--- src/rtl/hdma_ddr_arbiter_if.sv ---
// hdma_ddr_arbiter_if: burst command and beat handshake between the arbiter (master) and the DDR3 controller (slave)
//   cmd_valid/cmd_ready/cmd_wr/cmd_addr/cmd_len : one burst command per grant
//   ddr_wdata_req / ddr_rdata_valid               : one 128-bit beat taken / delivered this cycle
interface hdma_ddr_arbiter_if #(parameter int ADDR_W = 28) ();
  logic              cmd_valid;
  logic              cmd_ready;
  logic              cmd_wr;
  logic [ADDR_W-1:0] cmd_addr;
  logic [7:0]        cmd_len;
  logic              ddr_wdata_req;
  logic              ddr_rdata_valid;
  modport master (output cmd_valid, cmd_wr, cmd_addr, cmd_len, input cmd_ready, ddr_wdata_req, ddr_rdata_valid);
  modport slave (input cmd_valid, cmd_wr, cmd_addr, cmd_len, output cmd_ready, ddr_wdata_req, ddr_rdata_valid);
endinterface

--- src/rtl/hdma_ddr_arbiter.sv ---
// hdma_ddr_arbiter: round-robin sharing of one DDR3 burst port between write/read of two video channels
//   clk_100, rst (sync, active-high), init_done, wr_load_1/_2, rd_load : control
//   wfifo_rcount_1/_2, rfifo_wcount_1/_2 : FIFO fill levels driving the requests
//   ddr (hdma_ddr_arbiter_if.master)     : burst command + beat handshake
//   wfifo_rden_1/_2, rfifo_wren_1/_2     : combinational FIFO strobes of the granted channel
//   wr_opera_en_2 (wfifo_dout select), busy
//   Optional macro HDMA_ARB_PINGPONG_EN: two frame banks per channel
module hdma_ddr_arbiter #(
  parameter int                ADDR_W      = 28,
  parameter int                BURST_LEN   = 64,
  parameter int                FRAME_WORDS = 115200,
  parameter int                FIFO_DEPTH  = 1024,
  parameter logic [ADDR_W-1:0] BASE_1      = 'h0000000,
  parameter logic [ADDR_W-1:0] BASE_2      = 'h0080000
) (
  input  logic               clk_100,
  input  logic               rst,
  input  logic               init_done,
  input  logic               wr_load_1,
  input  logic               wr_load_2,
  input  logic               rd_load,
  input  logic [10:0]        wfifo_rcount_1,
  input  logic [10:0]        wfifo_rcount_2,
  input  logic [10:0]        rfifo_wcount_1,
  input  logic [10:0]        rfifo_wcount_2,
  hdma_ddr_arbiter_if.master ddr,
  output logic               wfifo_rden_1,
  output logic               wfifo_rden_2,
  output logic               rfifo_wren_1,
  output logic               rfifo_wren_2,
  output logic               wr_opera_en_2,
  output logic               busy
);
  typedef enum logic [2:0] {IDLE, CMD, WDATA, RDATA, DONE} state_t;
  localparam logic [ADDR_W-1:0] BL    = ADDR_W'(BURST_LEN);
  localparam logic [ADDR_W-1:0] FW    = ADDR_W'(FRAME_WORDS);
  localparam logic [7:0]        LEN   = 8'(BURST_LEN);
  localparam logic [10:0]       BL11  = 11'(BURST_LEN);
  localparam logic [11:0]       BL12  = 12'(BURST_LEN);
  localparam logic [11:0]       DEPTH = 12'(FIFO_DEPTH);
  // Requester index: 0 = W1, 1 = R1, 2 = W2, 3 = R2 (bit 0 = read, bit 1 = ch2)
  state_t            state_q;
  logic [1:0]        ptr_q, g_q, win, idx;
  logic [3:0]        pend_q, pend_in, req;
  logic [ADDR_W-1:0] off_q [4];
  logic [ADDR_W-1:0] addr_d, cmd_addr_q;
  logic [7:0]        cnt_q, cmd_len_q;
  logic              found, app, beat, cmd_wr_q, opera_q;
`ifdef HDMA_ARB_PINGPONG_EN
  logic [3:0]        bank_q, bank_d;
`endif
  always_comb begin
    // Loads take effect only when no burst is in flight: IDLE, or DONE after the offset update
    app = state_q == IDLE || state_q == DONE;
    pend_in = pend_q | {rd_load, wr_load_2, rd_load, wr_load_1};
    req = {4{init_done}} & {({1'b0, rfifo_wcount_2} + BL12) <= DEPTH, wfifo_rcount_2 >= BL11,
                            ({1'b0, rfifo_wcount_1} + BL12) <= DEPTH, wfifo_rcount_1 >= BL11};
    win = '0;
    idx = '0;
    found = 1'b0;
    // Scan from farthest to nearest so the last hit is the first active requester from ptr_q
    for (int i = 3; i >= 0; i--) begin
      idx = ptr_q + 2'(i);
      if (req[idx]) begin
        win = idx;
        found = 1'b1;
      end
    end
    beat = state_q == WDATA ? ddr.ddr_wdata_req : state_q == RDATA && ddr.ddr_rdata_valid;
`ifdef HDMA_ARB_PINGPONG_EN
    bank_d = bank_q;
    if (app) begin
      bank_d[0] = bank_q[0] ^ pend_in[0];
      bank_d[2] = bank_q[2] ^ pend_in[2];
      bank_d[1] = pend_in[1] ? ~bank_d[0] : bank_q[1];
      bank_d[3] = pend_in[1] ? ~bank_d[2] : bank_q[3];
    end
    addr_d = (win[1] ? BASE_2 : BASE_1) + (pend_in[win] ? '0 : off_q[win]) + (bank_d[win] ? FW : '0);
`else
    addr_d = (win[1] ? BASE_2 : BASE_1) + (pend_in[win] ? '0 : off_q[win]);
`endif
  end
  always_ff @(posedge clk_100) begin
    if (rst) begin
      state_q <= IDLE;
      ptr_q <= '0;
      g_q <= '0;
      pend_q <= '0;
      cnt_q <= '0;
      cmd_wr_q <= 1'b0;
      cmd_addr_q <= '0;
      cmd_len_q <= '0;
      opera_q <= 1'b0;
      for (int i = 0; i < 4; i++) off_q[i] <= '0;
`ifdef HDMA_ARB_PINGPONG_EN
      bank_q <= '0;
`endif
    end else begin
      pend_q <= app ? '0 : pend_in;
`ifdef HDMA_ARB_PINGPONG_EN
      bank_q <= bank_d;
`endif
      // A load in DONE overrides the increment of the finishing burst
      for (int i = 0; i < 4; i++)
        if (app && pend_in[i]) off_q[i] <= '0;
        else if (state_q == DONE && g_q == 2'(i)) off_q[i] <= (off_q[i] + BL + BL > FW) ? '0 : off_q[i] + BL;
      if (beat) cnt_q <= cnt_q == LEN - 8'd1 ? '0 : cnt_q + 8'd1;
      case (state_q)
        IDLE: if (found) begin
          state_q <= CMD;
          g_q <= win;
          ptr_q <= win + 2'd1;
          cmd_wr_q <= ~win[0];
          cmd_addr_q <= addr_d;
          cmd_len_q <= LEN;
          if (!win[0]) opera_q <= win[1];
        end
        CMD: if (ddr.cmd_ready) state_q <= cmd_wr_q ? WDATA : RDATA;
        WDATA, RDATA: if (beat && cnt_q == LEN - 8'd1) state_q <= DONE;
        default: state_q <= IDLE;
      endcase
    end
  end
  assign ddr.cmd_valid = state_q == CMD;
  assign ddr.cmd_wr = cmd_wr_q;
  assign ddr.cmd_addr = cmd_addr_q;
  assign ddr.cmd_len = cmd_len_q;
  assign wfifo_rden_1 = state_q == WDATA && g_q == 2'd0 && ddr.ddr_wdata_req;
  assign wfifo_rden_2 = state_q == WDATA && g_q == 2'd2 && ddr.ddr_wdata_req;
  assign rfifo_wren_1 = state_q == RDATA && g_q == 2'd1 && ddr.ddr_rdata_valid;
  assign rfifo_wren_2 = state_q == RDATA && g_q == 2'd3 && ddr.ddr_rdata_valid;
  assign wr_opera_en_2 = opera_q;
  assign busy = state_q != IDLE;
endmodule

--- src/flat_wrapper.sv ---
// flat-port wrapper written by rule: the top's interface ports become plain ports
module hdma_ddr_arbiter_flat 
#(
  parameter int                ADDR_W      = 28,
  parameter int                BURST_LEN   = 64,
  parameter int                FRAME_WORDS = 115200,
  parameter int                FIFO_DEPTH  = 1024,
  parameter logic [ADDR_W-1:0] BASE_1      = 'h0000000,
  parameter logic [ADDR_W-1:0] BASE_2      = 'h0080000
)
  (clk_100, rst, init_done, wr_load_1, wr_load_2, rd_load, wfifo_rcount_1, wfifo_rcount_2, rfifo_wcount_1, rfifo_wcount_2, wfifo_rden_1, wfifo_rden_2, rfifo_wren_1, rfifo_wren_2, wr_opera_en_2, busy, ddr_cmd_valid, ddr_cmd_wr, ddr_cmd_addr, ddr_cmd_len, ddr_cmd_ready, ddr_ddr_wdata_req, ddr_ddr_rdata_valid);
  hdma_ddr_arbiter_if #(.ADDR_W(ADDR_W)) ddr_i ();
  input  logic clk_100;
  input  logic rst;
  input  logic init_done;
  input  logic wr_load_1;
  input  logic wr_load_2;
  input  logic rd_load;
  input  logic [10:0] wfifo_rcount_1;
  input  logic [10:0] wfifo_rcount_2;
  input  logic [10:0] rfifo_wcount_1;
  input  logic [10:0] rfifo_wcount_2;
  output logic wfifo_rden_1;
  output logic wfifo_rden_2;
  output logic rfifo_wren_1;
  output logic rfifo_wren_2;
  output logic wr_opera_en_2;
  output logic busy;
  output wire logic [$bits(ddr_i.cmd_valid)-1:0] ddr_cmd_valid;
  output wire logic [$bits(ddr_i.cmd_wr)-1:0] ddr_cmd_wr;
  output wire logic [$bits(ddr_i.cmd_addr)-1:0] ddr_cmd_addr;
  output wire logic [$bits(ddr_i.cmd_len)-1:0] ddr_cmd_len;
  input wire logic [$bits(ddr_i.cmd_ready)-1:0] ddr_cmd_ready;
  input wire logic [$bits(ddr_i.ddr_wdata_req)-1:0] ddr_ddr_wdata_req;
  input wire logic [$bits(ddr_i.ddr_rdata_valid)-1:0] ddr_ddr_rdata_valid;
  assign ddr_cmd_valid = ddr_i.cmd_valid;
  assign ddr_cmd_wr = ddr_i.cmd_wr;
  assign ddr_cmd_addr = ddr_i.cmd_addr;
  assign ddr_cmd_len = ddr_i.cmd_len;
  assign ddr_i.cmd_ready = ddr_cmd_ready;
  assign ddr_i.ddr_wdata_req = ddr_ddr_wdata_req;
  assign ddr_i.ddr_rdata_valid = ddr_ddr_rdata_valid;
  hdma_ddr_arbiter #(.ADDR_W(ADDR_W), .BURST_LEN(BURST_LEN), .FRAME_WORDS(FRAME_WORDS), .FIFO_DEPTH(FIFO_DEPTH), .BASE_1(BASE_1), .BASE_2(BASE_2)) u_core (.clk_100(clk_100), .rst(rst), .init_done(init_done), .wr_load_1(wr_load_1), .wr_load_2(wr_load_2), .rd_load(rd_load), .wfifo_rcount_1(wfifo_rcount_1), .wfifo_rcount_2(wfifo_rcount_2), .rfifo_wcount_1(rfifo_wcount_1), .rfifo_wcount_2(rfifo_wcount_2), .ddr(ddr_i), .wfifo_rden_1(wfifo_rden_1), .wfifo_rden_2(wfifo_rden_2), .rfifo_wren_1(rfifo_wren_1), .rfifo_wren_2(rfifo_wren_2), .wr_opera_en_2(wr_opera_en_2), .busy(busy));
endmodule
--- config.mk ---
export PLATFORM = sky130hd
export DESIGN_NAME = hdma_ddr_arbiter_flat
export DESIGN_NICKNAME = d
export VERILOG_FILES = /design/src/rtl/hdma_ddr_arbiter_if.sv /design/src/rtl/hdma_ddr_arbiter.sv /design/src/flat_wrapper.sv
export SDC_FILE = /design/constraint.sdc
export NUM_CORES = 1
export LEC_CHECK = 0
export ABC_AREA = 1
export CAP_MARGIN = 40
export CORE_MARGIN = 2
export CORE_UTILIZATION = 53
export CTS_CLUSTER_SIZE = 40
export DETAILED_ROUTE_END_ITERATION = 10
export PLACE_DENSITY = 0.78
export SYNTH_ARGS = -nofsm -noshare
export SYNTH_HDL_FRONTEND = slang
export SYNTH_SLANG_ARGS = --single-unit
--- constraint.sdc ---
create_clock -name clk_100 -period 2.95 [get_ports clk_100]
set_input_delay 0.4425 -clock clk_100 [delete_from_list [all_inputs] [get_ports clk_100]]
set_output_delay 0.4425 -clock clk_100 [all_outputs]
set_load 0.03 [all_outputs]
==> flow_summary.json <==
{
  "synth-seq-cells": 131,
  "critPathKind": "reg -> reg",
  "timing.critical_path.buf_inv": 4,
  "numCtsBuffers": 17,
  "synth_warnings": 0,
  "ant_nets": 0,
  "netlist_instances": 1466,
  "h-tree-depth": 4,
  "wl_um": 36700,
  "maxSlewHeadroom": 0.635,
  "synth_flop_cell": "edfxtp_1",
  "finalHoldViolations": 0,
  "finalWorstSetupSlack_ns": -0.507,
  "multiInputGateArea_mm2": 0.00713,
  "skew_ns": 0.00877,
  "r2r_end": "u_core.off_q[0][14]",
  "path_depth": 18,
  "hold_depth": 2,
  "num_rows": 50,
  "nFillCells": 1110,
  "rsz0062_at_grt": "true",
  "cpLargestDelayFamily": "simple AND/OR/NAND/NOR gates",
  "dr_total_vias": 11700,
  "arrival_ns": 3.74,
  "finalCriticalPeriod_ns": 3.46,
  "synth_common_cells": "315 x nand2_1, 221 x nor2_1, 188 x inv_1",
  "cp-start-kind": "flip-flop",
  "worst_r2r_startpoint": "u_core.off_q[0][7]",
  "grt_pass1_wl_um": 45200,
  "clock_latency_ns": 0.45,
  "violations": "negative setup slack",
  "overflow": 0,
  "ir_drop_mv": 0.605,
  "coreArea_mm2": 0.0187,
  "p_leak_uw": 0.00602,
  "cts_tree": "yes",
  "critical_path.cell_chain": "ha_4 > nand2_2 > nor2_1 > buf_4 > nand3_4 > buf_4 > xor2_1 > inv_1 > nor2_1 > nand3_2 > nor2_4 > a21oi_1 > a21oi_1 > nand2_2 > nor2_2 > o21ai_2 > buf_12 > nor2_1",
  "period_share": 1.17,
  "synth_edf_count": 88,
  "firstDrtPassIters": 8,
  "synth_area_mm2": 0.0101,
  "dp_hpwl_um": 21200,
  "synth_top_area_share": 0.261,
  "layout-drive-gt1-share": 0.312,
  "cts.path.max_buffers": 2,
  "area_delta_synth_final_pct": 45.8,
  "start_util": 0.541,
  "r2r_cells": 18,
  "slowest_stage": "edfxtp_1",
  "vias_per_cell": 5.99,
  "dieArea_mm2": 0.0202,
  "crit_path_max_fanout": 12,
  "setup.worst_path.end_class": "flip-flop",
  "cts_hold_buf": 0,
  "final_util": 0.788,
  "io_pins": 97,
  "drv_slew": 0,
  "grtUsageTotal": 0.281,
  "outcome": "finished with violations",
  "cts.sinks": 131,
  "synth-seq-area-share": 0.346,
  "cap_viol_max_count": 0,
  "grt_max_degree": 29,
  "synth_cell_type_count": 50,
  "synthArstFlopShare": 0,
  "place.port_buffers": 71,
  "hp-class": "reg -> reg",
  "whs_ns": 0.466,
  "grt_pass1_vias": 9794,
  "hp-start": "u_core.ddr.cmd_len[6]",
  "drc_errors": 0,
  "power_density_mw_per_mm2": 738,
  "holdPathEnd": "u_core.ddr.cmd_len[6]",
  "wl_per_cell_um": 18.8,
  "regArea_mm2": 0.00351,
  "clkTransAtPathRegs_ns": 0.06,
  "synthTopCellsByArea": "edfxtp_1 26%, nand2_1 12%, dfxtp_1 8.5%, nor2_1 8.2%, inv_1 7.0%",
  "finalSetupViolations": 87,
  "reg2reg_slack_ns": -0.51,
  "avgSynthCellArea_um2": 6.90,
  "cp.required_ns": 3.23,
  "path_common_cell": "nor2_1",
  "die_height_um": 142,
  "place_congestion": 0.972,
  "nets": 1767,
  "tightest_slew_ns": 0.546,
  "antenna_found_initial": 1,
  "slowest_delay_ns": 0.46,
  "yosys.area.top_type": "edfxtp_1",
  "synth_most_common_cell": "nand2_1",
  "max_freq_mhz": 289,
  "dieWidth_um": 142,
  "cts_root_buf": "clkbuf_16",
  "drtIter0Drc": 1556
}
routing by layer:
layer,part of all wire,GRT usage,vias to the layer above,wire length (µm)
met5,0.0013,0,-,47
met4,0.073,0.147,2,2690
met3,0.10,0.0670,252,3760
met2,0.48,0.473,806,17500
met1,0.35,0.335,5383,12700
li1,-,-,5251,-
layout by cell type, fill, tap and decap left out, types with 46 or more instances in the layout:
| cell | count |
|---|---|
| buf_4 | 157 |
| clkdlybuf4s50_1 | 60 |
| edfxtp_1 | 88 |
| inv_1 | 176 |
| nand2_1 | 275 |
| nand3_1 | 103 |
| nor2_1 | 138 |
| nor2_2 | 60 |
| nor2_4 | 67 |
| o21ai_0 | 46 |
| xor2_1 | 51 |
registers in the layout, indices dropped and copies added (netlist names):
signal and count:
u_core.ddr.cmd_len 1, u_core.off_q 88, u_core.state_q 3, u_core.wr_opera_en_2 1
u_core.ptr_q 2, u_core.ddr.cmd_addr 22, u_core.cnt_q 8, u_core.g_q 2
u_core.pend_q 4
stage by stage:
step	setup TNS, ns	power [µW]	cell area (µm²)	cells	worst slack (ns)
3_5_place_dp	-10.55	7430	11900	1853	-0.347
6_report	-23.75	10900	14700	1951	-0.507
2_1_floorplan	0	5650	10200	1478	0.0122
3_3_place_gp	-5.34	7350	11900	1853	-0.286
5_1_grt	-35.64	11300	14700	1950	-0.550
4_1_cts	-0.236	9760	12700	1891	-0.0260
kinds of logic (layout without fill, tap and decap cells):
family / Yosys count / in the layout / share of synthesized area
AO/OA/AOI/OAI: 133 / 133 / 0.0766
XOR/XNOR: 80 / 80 / 0.0715
adder cells (fa/ha/maj): 11 / 11 / 0.0136
buffers and inverters: 252 / 490 / 0.104
flip-flops: 131 / 131 / 0.346
other: 1 / 14 / 0.000371
AND/OR/NAND/NOR: 858 / 858 / 0.388
power breakdown:
group / switching, µW / total (µW) / internal, µW
Sequential: 502 / 2940 / 2440
Combinational: 3510 / 5620 / 2110
Clock: 905 / 2330 / 1420
Total: 4920 / 10900 / 5970
area by class of cell:
cell class / instances / share of cell area
Tap cell: 234 / 0.0199
Multi-Input combinational cell: 1095 / 0.484
Clock inverter: 10 / 0.00781
Sequential cell: 131 / 0.238
Clock buffer: 22 / 0.0351
Inverter: 198 / 0.0510
Antenna cell: 1 / 0.000170
Timing Repair Buffer: 260 / 0.164
tightest hold or removal path, cell delays in order, from the launching register on:
cell and delay, ns:
dfxtp_1 0.32, nor2_1 0.05, nor2_1 0.07
worst max-delay path by stage:
stage | from | end | slack (ns)
after floorplan | wfifo_rcount_2[8] | u_core.ddr.cmd_addr[27] | 0.01
after global placement | wfifo_rcount_2[8] | u_core.ddr.cmd_addr[23] | -0.29
after detailed placement | wfifo_rcount_2[8] | u_core.ddr.cmd_addr[23] | -0.35
after CTS | u_core.off_q[1][6] | u_core.off_q[1][18] | -0.03
after global routing | u_core.off_q[0][6] | u_core.off_q[0][14] | -0.55
final | u_core.off_q[0][7] | u_core.off_q[0][14] | -0.51
timing repair:
action | CTS | global route
gates cloned | 1 | 9
setup buffers | 5 | 50
setup endpoints to repair | 77 | 101
pin swaps | 6 | 107
resized for setup | 36 | 350
Power figures use the tool's default switching activity.
